===== src/rtl/queen_stack_pkg.sv =====
// Shared types and defaults for the queen_stack LIFO responder.
// Optional random-read port is enabled with the STACK_RANDOM_READ_EN macro.
package queen_stack_pkg;

  localparam int DEFAULT_DATA_WIDTH = 3;
  localparam int DEFAULT_DEPTH      = 8;

  typedef enum logic [1:0] {
    ST_IDLE = 2'd0,
    ST_EXEC = 2'd1,
    ST_ACK  = 2'd2
  } state_t;

  typedef enum logic [1:0] {
    OP_NONE = 2'd0,
    OP_PUSH = 2'd1,
    OP_POP  = 2'd2
  } op_t;

endpackage


===== src/rtl/queen_stack_if.sv =====
// Request/response bundle between the queen controller (master) and queen_stack (slave).
// STACK_RANDOM_READ_EN adds the rd_index/rd_data lookup pair.
interface queen_stack_if
  import queen_stack_pkg::*;
#(
  parameter int DATA_WIDTH = DEFAULT_DATA_WIDTH,
  parameter int DEPTH      = DEFAULT_DEPTH
) ();

  localparam int CW = $clog2(DEPTH + 1);

  logic                  push;
  logic                  pop;
  logic [DATA_WIDTH-1:0] din;
  logic [DATA_WIDTH-1:0] dout;
  logic                  stack_ready;
  logic                  underflow;
  logic                  overflow;
  logic                  empty;
  logic                  full;
  logic [CW-1:0]         count;

`ifdef STACK_RANDOM_READ_EN
  logic [$clog2(DEPTH)-1:0] rd_index;
  logic [DATA_WIDTH-1:0]    rd_data;

  modport master (
    output push, pop, din, rd_index,
    input  dout, stack_ready, underflow, overflow, empty, full, count, rd_data
  );

  modport slave (
    input  push, pop, din, rd_index,
    output dout, stack_ready, underflow, overflow, empty, full, count, rd_data
  );
`else
  modport master (
    output push, pop, din,
    input  dout, stack_ready, underflow, overflow, empty, full, count
  );

  modport slave (
    input  push, pop, din,
    output dout, stack_ready, underflow, overflow, empty, full, count
  );
`endif

endinterface


===== src/rtl/queen_stack_stack_mem.sv =====
// DEPTH x DATA_WIDTH register file: one synchronous write port, one combinational
// top-of-stack read port, plus a lookup read port when STACK_RANDOM_READ_EN is defined.
module stack_mem #(
  parameter int DATA_WIDTH = 3,
  parameter int DEPTH      = 8,
  localparam int AW        = $clog2(DEPTH)
) (
  input  logic                  clk,
`ifdef STACK_RANDOM_READ_EN
  input  logic [AW-1:0]         rd_index,
  output logic [DATA_WIDTH-1:0] rd_data,
`endif
  input  logic                  we,
  input  logic [AW-1:0]         waddr,
  input  logic [DATA_WIDTH-1:0] wdata,
  input  logic [AW-1:0]         raddr,
  output logic [DATA_WIDTH-1:0] rdata
);

  logic [DATA_WIDTH-1:0] mem [DEPTH];

  // NOTE: storage has no reset; entries above count are never read as valid,
  // and leaving it out lets the array map onto plain flops or LUT RAM.
  always_ff @(posedge clk) begin
    if (we) mem[waddr] <= wdata;
  end

  assign rdata = mem[raddr];

`ifdef STACK_RANDOM_READ_EN
  // Bottom entry is index 0; indices at or above count return stale contents.
  assign rd_data = mem[rd_index];
`endif

endmodule


===== src/rtl/queen_stack.sv =====
// Handshaked LIFO for the 8-queen controller: IDLE -> EXEC -> ACK per request.
// Define STACK_RANDOM_READ_EN to expose the combinational rd_index/rd_data lookup.
module queen_stack
  import queen_stack_pkg::*;
#(
  parameter int DATA_WIDTH = DEFAULT_DATA_WIDTH,
  parameter int DEPTH      = DEFAULT_DEPTH
) (
  input logic          clk,
  input logic          reset,
  queen_stack_if.slave bus
);

  localparam int CW = $clog2(DEPTH + 1);
  localparam int AW = $clog2(DEPTH);

  state_t                state;
  state_t                state_next;
  op_t                   op_q;
  logic [DATA_WIDTH-1:0] din_q;
  logic [DATA_WIDTH-1:0] dout_q;
  logic [DATA_WIDTH-1:0] top_data;
  logic [CW-1:0]         count_q;
  logic                  underflow_q;
  logic                  overflow_q;

  logic                  latch_req;
  logic                  do_exec;
  logic                  stack_ready;
  logic                  mem_we;
  logic                  is_empty;
  logic                  is_full;
  logic [AW-1:0]         waddr;
  logic [AW-1:0]         raddr;

  assign is_empty = (count_q == '0);
  assign is_full  = (count_q == CW'(DEPTH));
  assign waddr    = count_q[AW-1:0];
  assign raddr    = AW'(count_q - CW'(1));
  assign mem_we   = do_exec && (op_q == OP_PUSH) && !is_full;

  // NOTE: clocked state uses non-blocking assignments so every register
  // samples pre-edge values regardless of process ordering.
  always_ff @(posedge clk or posedge reset) begin
    if (reset) state <= ST_IDLE;
    else       state <= state_next;
  end

  // NOTE: every output of this block gets a default first, so no path can
  // leave a signal unassigned and infer a latch.
  always_comb begin
    state_next  = state;
    latch_req   = 1'b0;
    do_exec     = 1'b0;
    stack_ready = 1'b0;
    unique case (state)
      ST_IDLE: begin
        if (bus.push || bus.pop) begin
          latch_req  = 1'b1;
          state_next = ST_EXEC;
        end
      end
      ST_EXEC: begin
        do_exec    = 1'b1;
        state_next = ST_ACK;
      end
      ST_ACK: begin
        stack_ready = 1'b1;
        state_next  = ST_IDLE;
      end
      default: state_next = ST_IDLE;
    endcase
  end

  // Push wins when both requests arrive together; a still-held pop is taken
  // on the next IDLE visit.
  always_ff @(posedge clk or posedge reset) begin
    if (reset) begin
      op_q        <= OP_NONE;
      din_q       <= '0;
      count_q     <= '0;
      dout_q      <= '0;
      underflow_q <= 1'b0;
      overflow_q  <= 1'b0;
    end else begin
      if (latch_req) begin
        op_q <= bus.push ? OP_PUSH : OP_POP;
        if (bus.push) din_q <= bus.din;
      end
      if (do_exec) begin
        unique case (op_q)
          OP_PUSH: begin
            if (is_full) begin
              overflow_q <= 1'b1;
            end else begin
              count_q     <= count_q + CW'(1);
              underflow_q <= 1'b0;
            end
          end
          OP_POP: begin
            if (is_empty) begin
              underflow_q <= 1'b1;
            end else begin
              dout_q     <= top_data;
              count_q    <= count_q - CW'(1);
              overflow_q <= 1'b0;
            end
          end
          default: ;
        endcase
      end
    end
  end

  stack_mem #(
    .DATA_WIDTH(DATA_WIDTH),
    .DEPTH     (DEPTH)
  ) u_mem (
    .clk     (clk),
`ifdef STACK_RANDOM_READ_EN
    .rd_index(bus.rd_index),
    .rd_data (bus.rd_data),
`endif
    .we      (mem_we),
    .waddr   (waddr),
    .wdata   (din_q),
    .raddr   (raddr),
    .rdata   (top_data)
  );

  assign bus.dout        = dout_q;
  assign bus.stack_ready = stack_ready;
  assign bus.underflow   = underflow_q;
  assign bus.overflow    = overflow_q;
  assign bus.empty       = is_empty;
  assign bus.full        = is_full;
  assign bus.count       = count_q;

endmodule


===== src/flat_wrapper.sv =====
// flat-port wrapper written by rule: the top's interface ports become plain ports
module queen_stack_flat import queen_stack_pkg::*;
#(
  parameter int DATA_WIDTH = DEFAULT_DATA_WIDTH,
  parameter int DEPTH      = DEFAULT_DEPTH
)
  (clk, reset, bus_push, bus_pop, bus_din, bus_dout, bus_stack_ready, bus_underflow, bus_overflow, bus_empty, bus_full, bus_count);
  queen_stack_if #(.DATA_WIDTH(DATA_WIDTH), .DEPTH(DEPTH)) bus_i ();
  input logic clk;
  input logic reset;
  input wire logic [$bits(bus_i.push)-1:0] bus_push;
  input wire logic [$bits(bus_i.pop)-1:0] bus_pop;
  input wire logic [$bits(bus_i.din)-1:0] bus_din;
  output wire logic [$bits(bus_i.dout)-1:0] bus_dout;
  output wire logic [$bits(bus_i.stack_ready)-1:0] bus_stack_ready;
  output wire logic [$bits(bus_i.underflow)-1:0] bus_underflow;
  output wire logic [$bits(bus_i.overflow)-1:0] bus_overflow;
  output wire logic [$bits(bus_i.empty)-1:0] bus_empty;
  output wire logic [$bits(bus_i.full)-1:0] bus_full;
  output wire logic [$bits(bus_i.count)-1:0] bus_count;
  assign bus_i.push = bus_push;
  assign bus_i.pop = bus_pop;
  assign bus_i.din = bus_din;
  assign bus_dout = bus_i.dout;
  assign bus_stack_ready = bus_i.stack_ready;
  assign bus_underflow = bus_i.underflow;
  assign bus_overflow = bus_i.overflow;
  assign bus_empty = bus_i.empty;
  assign bus_full = bus_i.full;
  assign bus_count = bus_i.count;
  queen_stack #(.DATA_WIDTH(DATA_WIDTH), .DEPTH(DEPTH)) u_core (.clk(clk), .reset(reset), .bus(bus_i));
endmodule

===== config.mk =====
export PLATFORM = sky130hd
export DESIGN_NAME = queen_stack_flat
export DESIGN_NICKNAME = d
export VERILOG_FILES = /design/src/rtl/queen_stack_pkg.sv /design/src/rtl/queen_stack_if.sv /design/src/rtl/queen_stack_stack_mem.sv /design/src/rtl/queen_stack.sv /design/src/flat_wrapper.sv
export SDC_FILE = /design/constraint.sdc
export NUM_CORES = 1
export LEC_CHECK = 0
export BUFFER_PORTS_ARGS = -buffer_cell sky130_fd_sc_hd__buf_2
export CAP_MARGIN = 20
export CORE_MARGIN = 2
export CORE_UTILIZATION = 40
export DETAILED_ROUTE_END_ITERATION = 6
export PLACE_DENSITY = 0.63
export SLEW_MARGIN = 30
export SYNTH_ARGS = -nofsm -noshare
export SYNTH_HDL_FRONTEND = slang
export SYNTH_HIERARCHICAL = 1
export SYNTH_SLANG_ARGS = --single-unit

===== constraint.sdc =====
create_clock -name clk -period 3.6 [get_ports clk]
set_input_delay 0.36 -clock clk [delete_from_list [all_inputs] [get_ports clk]]
set_output_delay 0.36 -clock clk [all_outputs]
set_load 0.02 [all_outputs]

# ---- Word level (Yosys, flattened, before mapping)
# Memory sizes are Yosys's and may differ from the RTL's. A register that Yosys moved wholly into a read port is not among the register bits.
# Index checks and enable logic that the tools add are counted.
# Widths: inputs -> output; s select.
dict set report classes {
  n_addsub 2
  eq_ne 10
  mux 18
  bitwise_logic 1
  n_reduce_logical 12
}
# operator n
set ops {}
lappend ops {{$reduce_and 4->1} 3}
lappend ops {{$mux 1} 10}
lappend ops {{$mux 4} 2}
lappend ops {{$pmux 4 s2} 1}
lappend ops {{$ne 2x2->1 const B} 3}
lappend ops {{$add 4x1->4 const B} 1}
lappend ops {{$eq 2x1->1 const B} 2}
lappend ops {{$eq 2x2->1 const B} 2}
lappend ops {{$eq 4x4->1 const B} 1}
lappend ops {{$logic_not 4->1} 1}
lappend ops {{$mux 2} 2}
lappend ops {{$ne 2x1->1 const B} 2}
lappend ops {{$pmux 1 s2} 2}
lappend ops {{$pmux 2 s2} 1}
lappend ops {{$sub 4x1->4 const B} 1}
lappend ops {{$reduce_and 3->1} 1}
lappend ops {{$logic_and 1x1->1} 2}
lappend ops {{$logic_not 2->1} 1}
lappend ops {{$reduce_and 2->1} 1}
lappend ops {{$reduce_bool 2->1} 1}
lappend ops {{$logic_not 1->1} 1}
lappend ops {{$logic_or 1x1->1} 1}
lappend ops {{$not 1->1} 1}
dict set report word_totals {
  regBits 13
  mem_bits_rw 24
  input_bits 7
  out_inout_bits 12
  memories 1
}
# name depth word_bits rd rd_ports_with_merged_regs wr line_no
set mem_list {}
lappend mem_list {u_core.u_mem.mem 8 3 1 1 1 queen_stack_stack_mem.sv:20} ;# logic [DATA_WIDTH-1:0] mem [DEPTH];

# ---- Depth between registers and ports, before layout
dict set report depth {
  word_depth 6
  ltp_mapped 7
  mapped_depth_nobuf 6
}

# ---- Hierarchy
# The synthesis kept the hierarchy.
# module instances cells_each area_per_inst_um2 seq_area_each_um2
set modules_own_cells {}
lappend modules_own_cells {stack_mem 1 47 982.2 720.7}
lappend modules_own_cells {queen_stack 1 79 890.9 400.4}

# ---- Worst setup path before layout
# No wires, ideal clock.
dict set report synth_timing {
  kind {register to register}
  startpoint {reg u_core.count_q[0] (netlist: u_core/bus.count[0])}
  endpoint {reg u_core.dout_q[0] (netlist: u_core/bus.dout[0]), read port of u_core.u_mem.mem}
  setup_ns 0.125
  arrival_time_ns 2.127
  required_time_ns 3.475
  setup_slack_ns 1.348
  stages_incl_launch_ff 7
  n_path_buf 0
  synth_period_minus_slack_ns 2.252
  path_cell_list {dfrtp_1 -> inv_1 -> ha_1 -> xor2_1 -> mux4_1 -> mux2_2 -> mux2_4}
}
dict set report synth_between {
  word_cells_on_any_way 4
}
# item line_no
set synth_lines {}
lappend synth_lines {{start, declared} queen_stack.sv:23} ;# logic [CW-1:0] count_q;
lappend synth_lines {{start signal, assigned} queen_stack.sv:96} ;# count_q <= count_q + CW'(1);
lappend synth_lines {{start signal, assigned} queen_stack.sv:105} ;# count_q <= count_q - CW'(1);
lappend synth_lines {{$sub 4x1->4} queen_stack.sv:39} ;# assign raddr = AW'(count_q - CW'(1));
lappend synth_lines {{named net u_core.raddr[0]} queen_stack.sv:34} ;# logic [AW-1:0] raddr;
lappend synth_lines {{end, declared} queen_stack.sv:21} ;# logic [DATA_WIDTH-1:0] dout_q;
# The timed path passes the listed nets, and every way through them passes these cells.
# A chain may end at the register's enable or synchronous reset.

# ---- Final worst setup path
dict set report layout_timing {
  startpoint {reg u_core.count_q[0] (netlist: u_core/bus.count[0])}
  endpoint {reg u_core.dout_q[1] (netlist: u_core/bus.dout[1]), read port of u_core.u_mem.mem}
}
# Same word-level chain as after synthesis.

==> impl_metrics.json <==
{
  "hold_slack_ps": 135,
  "p_per_area_nw_per_um2": 826,
  "crit_chain": "inv_1 -> ha_1 -> xor2_1 -> mux4_1 -> mux2_2 -> mux2_4",
  "fin_area_sq_um": 2070,
  "fp-row-count": 24,
  "power_w": 0.00171,
  "ys_types": 40,
  "required_ps": 3780,
  "grt_first_pass_wirelength_mm": 4.95,
  "worst_slew_pin_slew_ps": 629,
  "grt_usage": 0.127,
  "setup_viol": 0,
  "drtIter0Drc": 40,
  "grt_pass1_vias": 1023,
  "synthAdderAreaFrac": 0.0134,
  "dieArea_sq_um": 5250,
  "synth_edf_count": 24,
  "drt-total-wl_mm": 3.14,
  "cts_setup_buffers": 0,
  "power.leakage_nw": 0.838,
  "synth_compound_area_frac": 0.0601,
  "rsz0062_at_grt": "no",
  "cts_root_buf": "clkbuf_8",
  "clkSinkCount": 40,
  "status": "finished, final reports clean",
  "cts.htree.levels": 2,
  "p_sw_frac": 0.366,
  "start_util": 0.421,
  "clock_latency_ps": 290,
  "clk_pin_slew_ps": 80,
  "die_w_um": 72.4,
  "cts_made_buffers": 5,
  "internal_power_w": 0.00108,
  "gp_routability_congestion": 0.807,
  "endpoint_kind": "flop",
  "utilization": 0.465,
  "clockPowerShare": 0.162,
  "synth_top_family_by_area": "multiplexers",
  "max-clock-path-buffers": 2,
  "num_vias": 1045,
  "first_pass_iters": 4,
  "reg2reg_slack_ps": 1070,
  "slowest_delay_ps": 490,
  "synth_area_per_cell_sq_um": 14.9,
  "synth_nets": 135,
  "syn_inst": 126,
  "nets": 155,
  "crit_slowest_cell": "dfrtp_1",
  "synth_mux_area_frac": 0.155,
  "ctsHoldBuffers": 0,
  "io_buffers": 18,
  "min_period_ps": 2530,
  "pin_count": 19,
  "synth-main-ff-cell": "edfxtp_1",
  "hp-class": "in2async",
  "die_y_um": 72.4,
  "yosysWarningCount": 6,
  "antenna_cells": 0,
  "p_sw_w": 0.000625,
  "drc": 0,
  "synth-seq-area-share": 0.599,
  "core_area_sq_um": 4440,
  "viasPerCell": 5.25,
  "cts_resized": 0,
  "maxCapViolations": 0,
  "synth-simple-area-share": 0.129,
  "grt_max_degree": 17,
  "synth_seq_cells": 40,
  "final_layout_size_suffix_gt1_frac": 0.259,
  "finClkSkew_ps": 11.6,
  "seqPwrFrac": 0.455,
  "area_growth_pct": 10.4,
  "cts_tree": "built",
  "irDropWorstVdd_mv": 0.344,
  "hold_viol": 0,
  "cp-start-kind": "flop",
  "async_reset_ff_frac": 0.400,
  "synthesis.area_sq_um": 1870,
  "avgRoutedWirePerCell_um": 15.8,
  "final.setup.tns_ps": 0,
  "pwr-share-comb": 0.383,
  "cp.arrival_ps": 2710,
  "fin_crit_sh": 0.703,
  "fmax_mhz": 395,
  "antenna_found_initial": 0,
  "postRouteAntennaNets": 0,
  "slew_headroom": 0.580,
  "critical_path_class": "reg2reg",
  "slew_violations": 0,
  "grt-ovfl-total": 0,
  "dpl.hpwl_mm": 2.31,
  "synth_xor_area_frac": 0.00935,
  "critPathMaxFanout": 11,
  "postPlaceCellArea_sq_um": 1990
}
placed cells by master (no fill, tap or decap), types with 2 or more instances in the layout:
master	instances
nor2b_1	2
buf_2	18
mux2_4	3
clkbuf_8	5
mux2_1	3
o31ai_1	2
mux2i_1	2
mux2_2	3
o21ai_1	2
inv_1	6
ha_1	2
nand2b_1	4
nand3b_1	2
nor3_1	3
a21o_1	2
dfrtp_1	16
nor2_1	10
mux4_1	6
edfxtp_1	24
and2_1	2
nand2_1	5
o21ai_0	2
a21oi_1	4
clkinv_2	2
stage by stage:
step | cells | worst slack (ps)
after floorplan | 126 | 1350
after global placement | 191 | 1160
after detailed placement | 191 | 1050
after CTS | 199 | 1040
after global routing | 199 | 913
final | 199 | 1070
worst max-delay path, delay by kind of cell (launching register included):
kind / cells / cell delay [ps]
buf+inv: 1 / 280
fa+ha+maj: 1 / 340
xor+xnor: 1 / 420
flops: 1 / 490
mux: 3 / 900
sequential cells by signal, summed over array words and instances (netlist names):
register,count
u_core/bus.overflow,1
u_core/bus.count,4
u_core/op_q,2
u_core/bus.underflow,1
u_core/bus.dout,3
u_core/din_q,3
u_core/state,2
u_core/u_mem/mem,24
cell usage after synthesis, drive strengths merged (3+ instances only):
| cell type | n | share of area |
|---|---|---|
| nor3 | 4 | 0.013 |
| mux4 | 6 | 0.084 |
| inv | 6 | 0.012 |
| o21ai | 4 | 0.011 |
| a21oi | 4 | 0.011 |
| nor2b | 3 | 0.014 |
| edfxtp | 24 | 0.38 |
| nor2 | 10 | 0.020 |
| nand2 | 5 | 0.010 |
| mux2 | 9 | 0.060 |
| nand2b | 4 | 0.013 |
| buf | 4 | 0.021 |
| dfrtp | 16 | 0.21 |
kinds of logic (layout without fill, tap and decap cells):
| group | count (synthesis) | in the layout |
|---|---|---|
| AOI/OAI and AO/OA | 16 | 16 |
| DFF | 40 | 40 |
| buffers and inverters | 11 | 32 |
| muxes | 17 | 17 |
| adders and majority gates | 2 | 2 |
| and+or+nand+nor | 38 | 38 |
| xor gates and xnor gates | 2 | 2 |
power groups by stage:
stage               Clock [W]  Sequential (W)  Combinational [W]
finish               0.000276        0.000777           0.000654
global route         0.000304        0.000798           0.000712
CTS                  0.000284        0.000777           0.000661
detailed placement          0        0.000787           0.000654
global placement            0        0.000781           0.000646
floorplan                   0        0.000781           0.000509
layout make-up:
class | instances | area (sq um)
fillers | 392 | 2380
flip-flops and latches | 40 | 1120
multi-input cells | 75 | 687
repair buffers | 18 | 90.1
clock buffers | 5 | 68.8
well taps | 52 | 65.1
inverters | 6 | 22.5
clock inverters | 3 | 13.8
metal layers:
layer	GRT usage	vias to the layer above	part of all wire
met4	0.0556	0	0.011
met3	0.0375	4	0.036
met5	0	-	0
met1	0.174	507	0.50
li1	-	508	-
met2	0.188	26	0.46
worst paths after layout:
kind,cells past startpoint,startpoint,to
worst max-delay path,6,u_core/bus.count[0],u_core/bus.dout[1]
worst min-delay path,2,reset,u_core/bus.count[2]
worst max register to register,6,u_core/bus.count[0],u_core/bus.dout[1]
worst min register to register,2,u_core/bus.overflow,u_core/bus.overflow
max in group asynchronous,2,reset,u_core/state[0]
min in group clk,2,bus_din[0],u_core/din_q[0]
No activity file was read; power rests on OpenSTA's default activity.
